## config.mk

```make
export PLATFORM = sky130hd
export DESIGN_NAME = apb_slave_regfile
export DESIGN_NICKNAME = d
export VERILOG_FILES = /design/src/rtl/apb_slave_regfile.sv
export SDC_FILE = /design/constraint.sdc
export NUM_CORES = 1
export LEC_CHECK = 0
export CAP_MARGIN = 20
export CORE_ASPECT_RATIO = 0.75
export CORE_MARGIN = 5
export CORE_UTILIZATION = 50
export CTS_CLUSTER_SIZE = 8
export DETAILED_ROUTE_END_ITERATION = 10
export PLACE_DENSITY = 0.7
export SLEW_MARGIN = 40
export SYNTH_ARGS = -nofsm -noshare
export SYNTH_HDL_FRONTEND = slang
export SYNTH_SLANG_ARGS = --single-unit
```

## constraint.sdc

```tcl
create_clock -name clk -period 3.7 [get_ports clk]
set_clock_uncertainty 0.05 [all_clocks]
set_input_delay 1.11 -clock clk [delete_from_list [all_inputs] [get_ports clk]]
set_output_delay 1.11 -clock clk [all_outputs]
set_load 0.005 [all_outputs]
```

## src/rtl/apb_slave_regfile.sv

```systemverilog
// APB4 completer: DEPTH-word register file with byte strobes, programmable
// wait states, a read-only ID word at index 0 and PSLVERR on bad accesses.
module apb_slave_regfile #(
  parameter int          DATA_WIDTH  = 32,
  parameter int          ADDR_WIDTH  = 8,
  parameter int          DEPTH       = 16,
  parameter int          WAIT_CYCLES = 0,
  parameter logic [31:0] ID_VALUE    = 32'hA5B0_0001
) (
  input  logic                      clk,
  input  logic                      rstn,
  input  logic                      psel,
  input  logic                      penable,
  input  logic                      pwrite,
  input  logic [ADDR_WIDTH-1:0]     paddr,
  input  logic [DATA_WIDTH-1:0]     pwdata,
  input  logic [DATA_WIDTH/8-1:0]   pstrb,
  output logic [DATA_WIDTH-1:0]     prdata,
  output logic                      pready,
  output logic                      pslverr
);

  localparam int NB    = DATA_WIDTH / 8;
  localparam int OFF_W = $clog2(NB);
  localparam int IDX_W = (DEPTH > 1) ? $clog2(DEPTH) : 1;

  localparam logic [ADDR_WIDTH-1:0] OFF_MASK = ADDR_WIDTH'(NB - 1);
  localparam logic [ADDR_WIDTH:0]   DEPTH_L  = (ADDR_WIDTH + 1)'(DEPTH);
  localparam logic [3:0]            WAIT_L   = 4'(WAIT_CYCLES);
  localparam logic [DATA_WIDTH-1:0] ID_WORD  = ID_VALUE[DATA_WIDTH-1:0];

  localparam logic [0:0] IDLE   = 1'b0;
  localparam logic [0:0] ACCESS = 1'b1;

  logic [0:0]            state_q, state_d;
  logic [3:0]            cnt_q, cnt_d;
  logic [IDX_W-1:0]      idx_q, idx_d;
  logic                  write_q, write_d;
  logic                  err_q, err_d;
  logic                  pready_q, pready_d;
  logic                  pslverr_q, pslverr_d;
  logic [DATA_WIDTH-1:0] prdata_q, prdata_d;
  logic                  commit;

  logic [DATA_WIDTH-1:0] mem_q [DEPTH];

  // Decode of the live bus, used only at the setup edge.
  logic [ADDR_WIDTH-1:0] idx_full;
  logic [IDX_W-1:0]      setup_idx;
  logic                  setup_err;
  logic [DATA_WIDTH-1:0] setup_rdata;
  logic [DATA_WIDTH-1:0] access_rdata;
  logic [DATA_WIDTH-1:0] cur_word;
  logic [DATA_WIDTH-1:0] merged_word;

  assign idx_full  = paddr >> OFF_W;
  assign setup_idx = idx_full[IDX_W-1:0];
  assign setup_err = ((paddr & OFF_MASK) != '0)
                  || ({1'b0, idx_full} >= DEPTH_L)
                  || (pwrite && (idx_full == '0));

  // Writes and erroring transfers present zero on prdata.
  assign setup_rdata  = (setup_err || pwrite) ? '0 :
                        (setup_idx == '0) ? ID_WORD : mem_q[setup_idx];
  assign access_rdata = (err_q || write_q) ? '0 :
                        (idx_q == '0) ? ID_WORD : mem_q[idx_q];

  assign cur_word = mem_q[idx_q];

  genvar gi;
  generate
    for (gi = 0; gi < NB; gi++) begin : g_lane
      assign merged_word[gi*8 +: 8] = pstrb[gi] ? pwdata[gi*8 +: 8] : cur_word[gi*8 +: 8];
    end
  endgenerate

  always_comb begin
    state_d   = state_q;
    cnt_d     = cnt_q;
    idx_d     = idx_q;
    write_d   = write_q;
    err_d     = err_q;
    pready_d  = pready_q;
    pslverr_d = pslverr_q;
    prdata_d  = prdata_q;
    commit    = 1'b0;

    case (state_q)
      IDLE: begin
        pready_d  = 1'b0;
        pslverr_d = 1'b0;
        prdata_d  = '0;
        if (psel && !penable) begin
          state_d = ACCESS;
          idx_d   = setup_idx;
          write_d = pwrite;
          err_d   = setup_err;
          cnt_d   = WAIT_L;
          if (WAIT_L == 4'd0) begin
            pready_d  = 1'b1;
            pslverr_d = setup_err;
            prdata_d  = setup_rdata;
          end
        end
      end
      default: begin
        if (!psel) begin
          // Master abort: drop the transfer silently.
          state_d   = IDLE;
          cnt_d     = 4'd0;
          pready_d  = 1'b0;
          pslverr_d = 1'b0;
          prdata_d  = '0;
        end else if (cnt_q != 4'd0) begin
          cnt_d = cnt_q - 4'd1;
          if (cnt_q == 4'd1) begin
            pready_d  = 1'b1;
            pslverr_d = err_q;
            prdata_d  = access_rdata;
          end
        end else if (pready_q && penable) begin
          commit    = write_q && !err_q;
          state_d   = IDLE;
          pready_d  = 1'b0;
          pslverr_d = 1'b0;
          prdata_d  = '0;
        end
      end
    endcase
  end

  always_ff @(posedge clk or negedge rstn) begin
    if (!rstn) begin
      state_q   <= IDLE;
      cnt_q     <= 4'd0;
      idx_q     <= '0;
      write_q   <= 1'b0;
      err_q     <= 1'b0;
      pready_q  <= 1'b0;
      pslverr_q <= 1'b0;
      prdata_q  <= '0;
    end else begin
      state_q   <= state_d;
      cnt_q     <= cnt_d;
      idx_q     <= idx_d;
      write_q   <= write_d;
      err_q     <= err_d;
      pready_q  <= pready_d;
      pslverr_q <= pslverr_d;
      prdata_q  <= prdata_d;
    end
  end

  // Word 0 is never written; its read value comes from ID_WORD.
  always_ff @(posedge clk or negedge rstn) begin
    if (!rstn) begin
      for (int w = 0; w < DEPTH; w++) begin
        mem_q[w] <= '0;
      end
    end else if (commit) begin
      mem_q[idx_q] <= merged_word;
    end
  end

  assign prdata  = prdata_q;
  assign pready  = pready_q;
  assign pslverr = pslverr_q;

endmodule

```

==> flow_metrics.py, run 1 <==
metrics = {
    "power": {
        "p_seq_share_pct": 43.3,
        "total_power_uw": 14900,
        "clkPwrFrac_pct": 43.3,
        "irDropWorstVdd_mv": 0.324,
        "p_int_uw": 10900,
        "p_per_area_mw_per_mm2": 439,
        "swShare_pct": 26.8,
        "p_sw_uw": 3990,
        "leakagePower_uw": 0.0150,
        "combPwrFrac_pct": 13.4,
    },
    "global_routing": {
        "overflow": 0,
        "antenna_found_initial": 1,
        "grt_pass1_vias": 21600,
        "grt_start_max_net_pins": 107,
        "grtUsageTotal_pct": 26.9,
        "grt_pass1_wl_um": 133000,
    },
    "sta": {
        "worst_pin_slew_ps": 829,
        "hold_violations": 0,
        "tns_ps": 0,
        "fin_crit_sh_pct": 87.7,
        "max_freq_mhz": 308,
        "fin_crit_ps": 3240,
        "setup_viol": 0,
        "slew_violations": 0,
        "max-slew-margin-rel_pct": 44.8,
        "rsz0062_at_grt": "false",
    },
    "synth": {
        "syn-num-nets": 2248,
        "yosysTopAreaCell": "dfrtp_1",
        "syn_inst": 2196,
        "avgSynthCellArea_um2": 13.4,
        "synth_top_flop_cell": "dfrtp_1",
        "synth_area_mm2": 0.0294,
        "synth_edf_count": 0,
        "synth_area_leaders": "dfrtp_1, mux4_2, mux2_2",
        "async_reset_ff_share_pct": 100,
        "yosysWarnings": 0,
        "yosysSeqAreaShare_pct": 47.4,
        "synth_cell_type_count": 57,
        "ys_ff_latch": 557,
        "synth_top_area_share_pct": 47.4,
    },
    "floorplanning": {
        "dieArea_mm2": 0.0638,
        "die_h_um": 220,
        "rows": 77,
        "ios": 83,
        "fp.dieW_um": 290,
        "initial_utilization_pct": 50.2,
        "core_mm2": 0.0586,
    },
    "route": {
        "wire_per_inst_um": 27.6,
        "wl_met3_um": 8890,
        "post_drt_via_cell_ratio": 6.62,
        "route.met2.wl_um": 38700,
        "post-route-drc-count": 0,
        "wl_met1_um": 35200,
        "first_iter_violations": 2138,
        "routed_wl_um": 85300,
        "highest_layer": "met5",
        "final_antenna_net_count": 0,
        "dr_total_vias": 20500,
        "drtPass1Iterations": 6,
    },
    "finish": {
        "synthToLayoutAreaGrowth_pct": 15.5,
        "final_nets": 2344,
        "diodes": 0,
        "layout_commonest_cell": "dfrtp_1",
        "final_cell_mix": "dfrtp_1, mux2_2, mux4_2",
        "drive_above_1_share_pct": 38.8,
    },
    "critical_path": {
        "cp.required_ps": 4110,
        "cp_max_fo": 35,
        "endpoint_kind": "register",
        "cp.arrival_ps": 3650,
        "path_class": "register to register",
        "start_kind": "register",
    },
    "clock_network": {
        "cts_resized": 0,
        "clock-root-buffer": "clkbuf_16",
        "htreeDepth": 3,
        "cts_inserted_buffers": 79,
        "numClockSinks": 557,
        "cts_hold_buf": 0,
        "cts_tree": "done",
        "clkTransAtPathRegs_ps": 50,
        "clock_latency_ps": 620,
        "clockBufferDepth": 3,
        "cts_setup_buffers": 0,
    },
    "flow_run": {
        "cap_violations": 0,
    },
    "placed_design": {
        "gp_routability_congestion": 0.872,
        "dp.final_hpwl_um": 54800,
        "portBuffers": 82,
    },
    "min_path": {
        "hold_class": "input pin to async pin",
    },
    "run_status": {
        "outcome": "complete, no violations",
    },
}
[registers in the layout, summed over array words and instances, names as in the netlist]
signal,cells
mem_q,512
pready,1
state_q,1
write_q,1
pslverr,1
idx_q,4
err_q,1
prdata,32
cnt_q,4
[synth_stat cells (all sizes together) (4+ instances only)]
library cell and count:
a211oi 28, a21oi 149, a221o 7, a221oi 6
a22o 6, and3 4, and4 5, buf 131
clkbuf 74, dfrtp 557, inv 17, mux2 352
mux2i 78, mux4 248, nand2 86, nand2b 8
nand3 6, nor2 207, nor3 17, nor4 5
o21ai 82, o22ai 64, o31ai 24, or2 4
[cell type report]
class / count / area, um2
timing repair buffer: 220 / 2370
inverter: 17 / 63.8
sequential: 557 / 13900
fill: 4533 / 24600
multi-input combinational: 1417 / 14500
clock inverter: 6 / 86.3
tap: 790 / 988
clock buffer: 84 / 2030
[critical path: stages (launching register included)]
cell and delay, ps:
dfrtp_4 940, buf_4 360, mux4_2 520, mux2_2 330
a221oi_4 620, o21ai_0 220
[metrics by stage]
| step | worst slack (ps) | hold slack, ps | std cells | cell area (um2) | util (%) |
|---|---|---|---|---|---|
| 4_1_cts | 443 | 339 | 3091 | 34000 | 58.0 |
| 6_report | 456 | 365 | 3091 | 34000 | 58.0 |
| 3_3_place_gp | 224 | 407 | 3000 | 31800 | 54.3 |
| 5_1_grt | 262 | 357 | 3091 | 34000 | 58.0 |
| 3_5_place_dp | 193 | 428 | 3001 | 31900 | 54.4 |
| 2_1_floorplan | 695 | 395 | 2196 | 29400 | - |
[logic make-up after synthesis]
family	synth area share, %
buffers and inverters	3.69
adder cells (fa/ha/maj)	0.128
flip-flops	47.4
AND/OR/NAND/NOR	5.55
AO/OA/AOI/OAI	8.06
multiplexers	35.2
XOR/XNOR	0.0298
[layer usage]
metal	GRT usage (%)	vias to the layer above
met5	0	-
met4	7.83	2
met3	7.98	198
met2	41.2	1029
met1	38.0	10800
li1	-	8477
[path summary, 6_finish.rpt]
path / startpoint / end / slack [ps] / cells past startpoint
min: rstn / mem_q[129] / 360 / 1
max: idx_q[1] / mem_q[413] / 460 / 5
max in group asynchronous: rstn / cnt_q[2] / 2240 / 3
max reg2reg: idx_q[1] / mem_q[413] / 460 / 5
min in group clk: mem_q[506] / mem_q[506] / 440 / 2
min reg2reg: mem_q[506] / mem_q[506] / 440 / 2
[power groups by stage]
stage / registers [uW] / clock network, uW / logic [uW]
floorplan: 6390 / 0 / 1360
global placement: 6570 / 0 / 1890
detailed placement: 6550 / 0 / 1970
CTS: 6460 / 6580 / 1980
global route: 6480 / 6830 / 2110
finish: 6460 / 6460 / 1990
(Power assumes the default switching activity.)
==> inputs of run 2 (changes only) <==
--- a/config.mk
+++ b/config.mk
@@ -6,7 +6,6 @@
 export NUM_CORES = 1
 export LEC_CHECK = 0
 export CAP_MARGIN = 20
-export CORE_ASPECT_RATIO = 0.75
 export CORE_MARGIN = 5
 export CORE_UTILIZATION = 50
 export CTS_CLUSTER_SIZE = 8
==> flow_metrics.py, run 2 (same netlist as run 1, synthesis figures left out) <==
metrics = {
    "clock_network": {
        "cts_resized": 0,
        "numClockSinks": 557,
        "cts_setup_buffers": 0,
        "clock_latency_ps": 620,
        "cts_hold_buf": 0,
        "cts_inserted_buffers": 79,
        "cts_tree": "done",
        "clkTransAtPathRegs_ps": 50,
        "clock-root-buffer": "clkbuf_16",
        "clockBufferDepth": 3,
        "htreeDepth": 3,
    },
    "sta": {
        "tns_ps": 0,
        "fin_crit_ps": 3040,
        "setup_slack_ps": 660,
        "max_freq_mhz": 329,
        "slew_violations": 0,
        "max-slew-margin-rel_pct": 49.2,
        "setup_viol": 0,
        "rsz0062_at_grt": "false",
        "worst_pin_slew_ps": 762,
        "hold_violations": 0,
        "fin_crit_sh_pct": 82.2,
    },
    "global_routing": {
        "grtUsageTotal_pct": 26.7,
        "overflow": 0,
        "grt_start_max_net_pins": 79,
        "grt_pass1_vias": 21700,
        "antenna_found_initial": 1,
        "grt_pass1_wl_um": 132000,
    },
    "critical_path": {
        "cp_max_fo": 27,
        "start_kind": "register",
        "r2r_end": "mem_q[407]",
        "path_class": "register to register",
        "r2r-start": "idx_q[2]",
        "reg2reg_slack_ps": 660,
        "r2r_cells": 6,
        "endpoint_kind": "register",
        "cp.required_ps": 4090,
        "cp.arrival_ps": 3440,
    },
    "finish": {
        "final_util_pct": 57.7,
        "final_cell_mix": "dfrtp_1, mux2_2, mux4_2",
        "drive_above_1_share_pct": 38.4,
        "largest_reg_flops": 512,
        "fill_cells": 4467,
        "synthToLayoutAreaGrowth_pct": 15.0,
        "final_nets": 2332,
        "largest_register": "mem_q",
        "layout_commonest_cell": "dfrtp_1",
        "diodes": 0,
    },
    "route": {
        "first_iter_violations": 1730,
        "post_drt_via_cell_ratio": 6.65,
        "drtPass1Iterations": 5,
        "routed_wl_um": 84300,
        "final_antenna_net_count": 0,
        "dr_total_vias": 20400,
        "wire_per_inst_um": 27.5,
        "post-route-drc-count": 0,
    },
    "floorplanning": {
        "ios": 83,
        "rows": 89,
        "fp.dieW_um": 253,
        "initial_utilization_pct": 50.1,
        "die_h_um": 253,
        "core_mm2": 0.0587,
        "dieArea_mm2": 0.0638,
    },
    "power": {
        "leakagePower_uw": 0.0150,
        "combPwrFrac_pct": 13.4,
        "swShare_pct": 26.6,
        "total_power_uw": 14800,
        "clkPwrFrac_pct": 43.1,
        "p_per_area_mw_per_mm2": 438,
        "p_seq_share_pct": 43.4,
        "irDropWorstVdd_mv": 0.338,
        "p_sw_uw": 3950,
        "p_int_uw": 10900,
    },
    "placed_design": {
        "gp_routability_congestion": 0.869,
        "pre_cts_ws_ps": 191,
        "portBuffers": 82,
        "dp.final_hpwl_um": 52300,
    },
    "run_status": {
        "outcome": "complete, no violations",
    },
    "flow_run": {
        "cap_violations": 0,
    },
    "min_path": {
        "hold_class": "input pin to async pin",
    },
}
## run 2: critical path, stage by stage (launching register included)
cell and delay, ps:
dfrtp_4 730, buf_12 280, buf_4 280, mux4_2 330, mux2_2 330, a221oi_4 660
o21ai_0 200
## run 2: worst max path at each step
stage	start	to	cells past startpoint
2_1_floorplan	penable	prdata[10]	9
3_3_place_gp	psel	prdata[1]	8
3_5_place_dp	psel	prdata[16]	8
4_1_cts	idx_q[2]	mem_q[500]	5
5_1_grt	idx_q[2]	mem_q[407]	6
6_report	idx_q[2]	mem_q[407]	6
## run 2: cell type report
class                           count  area, um2  share of cell area, %
Clock inverter                      7       93.8                  0.277
Timing Repair Buffer              208       2280                   6.75
Tap cell                          773        967                   2.86
Multi-Input combinational cell   1417      14500                   42.8
Inverter                           17       63.8                  0.189
Clock buffer                       82       2010                   5.94
Sequential cell                   557      13900                   41.2
## run 2: power groups by stage
stage | Clock [uW] | Sequential, uW | Combinational, uW
final | 6400 | 6440 | 1990
after global routing | 6750 | 6460 | 2110
after CTS | 6500 | 6470 | 1950
after detailed placement | 0 | 6570 | 1940
after global placement | 0 | 6560 | 1900
after floorplan | 0 | 6390 | 1360
## run 2: layer usage
layer / vias to the layer above / global-route usage (%) / routed length [um]
li1: 8473 / - / -
met1: 10700 / 36.1 / 33300
met2: 969 / 42.6 / 40600
met3: 219 / 6.24 / 7110
met4: 0 / 10.1 / 3240
met5: - / 0 / 0
## run 2: stage by stage
step | cell area [um2] | cells | hold slack (ps)
after global routing | 33800 | 3061 | 452
after global placement | 31700 | 2971 | 407
after floorplan | 29400 | 2196 | 395
after detailed placement | 31700 | 2971 | 421
after CTS | 33800 | 3060 | 432
final | 33800 | 3061 | 415
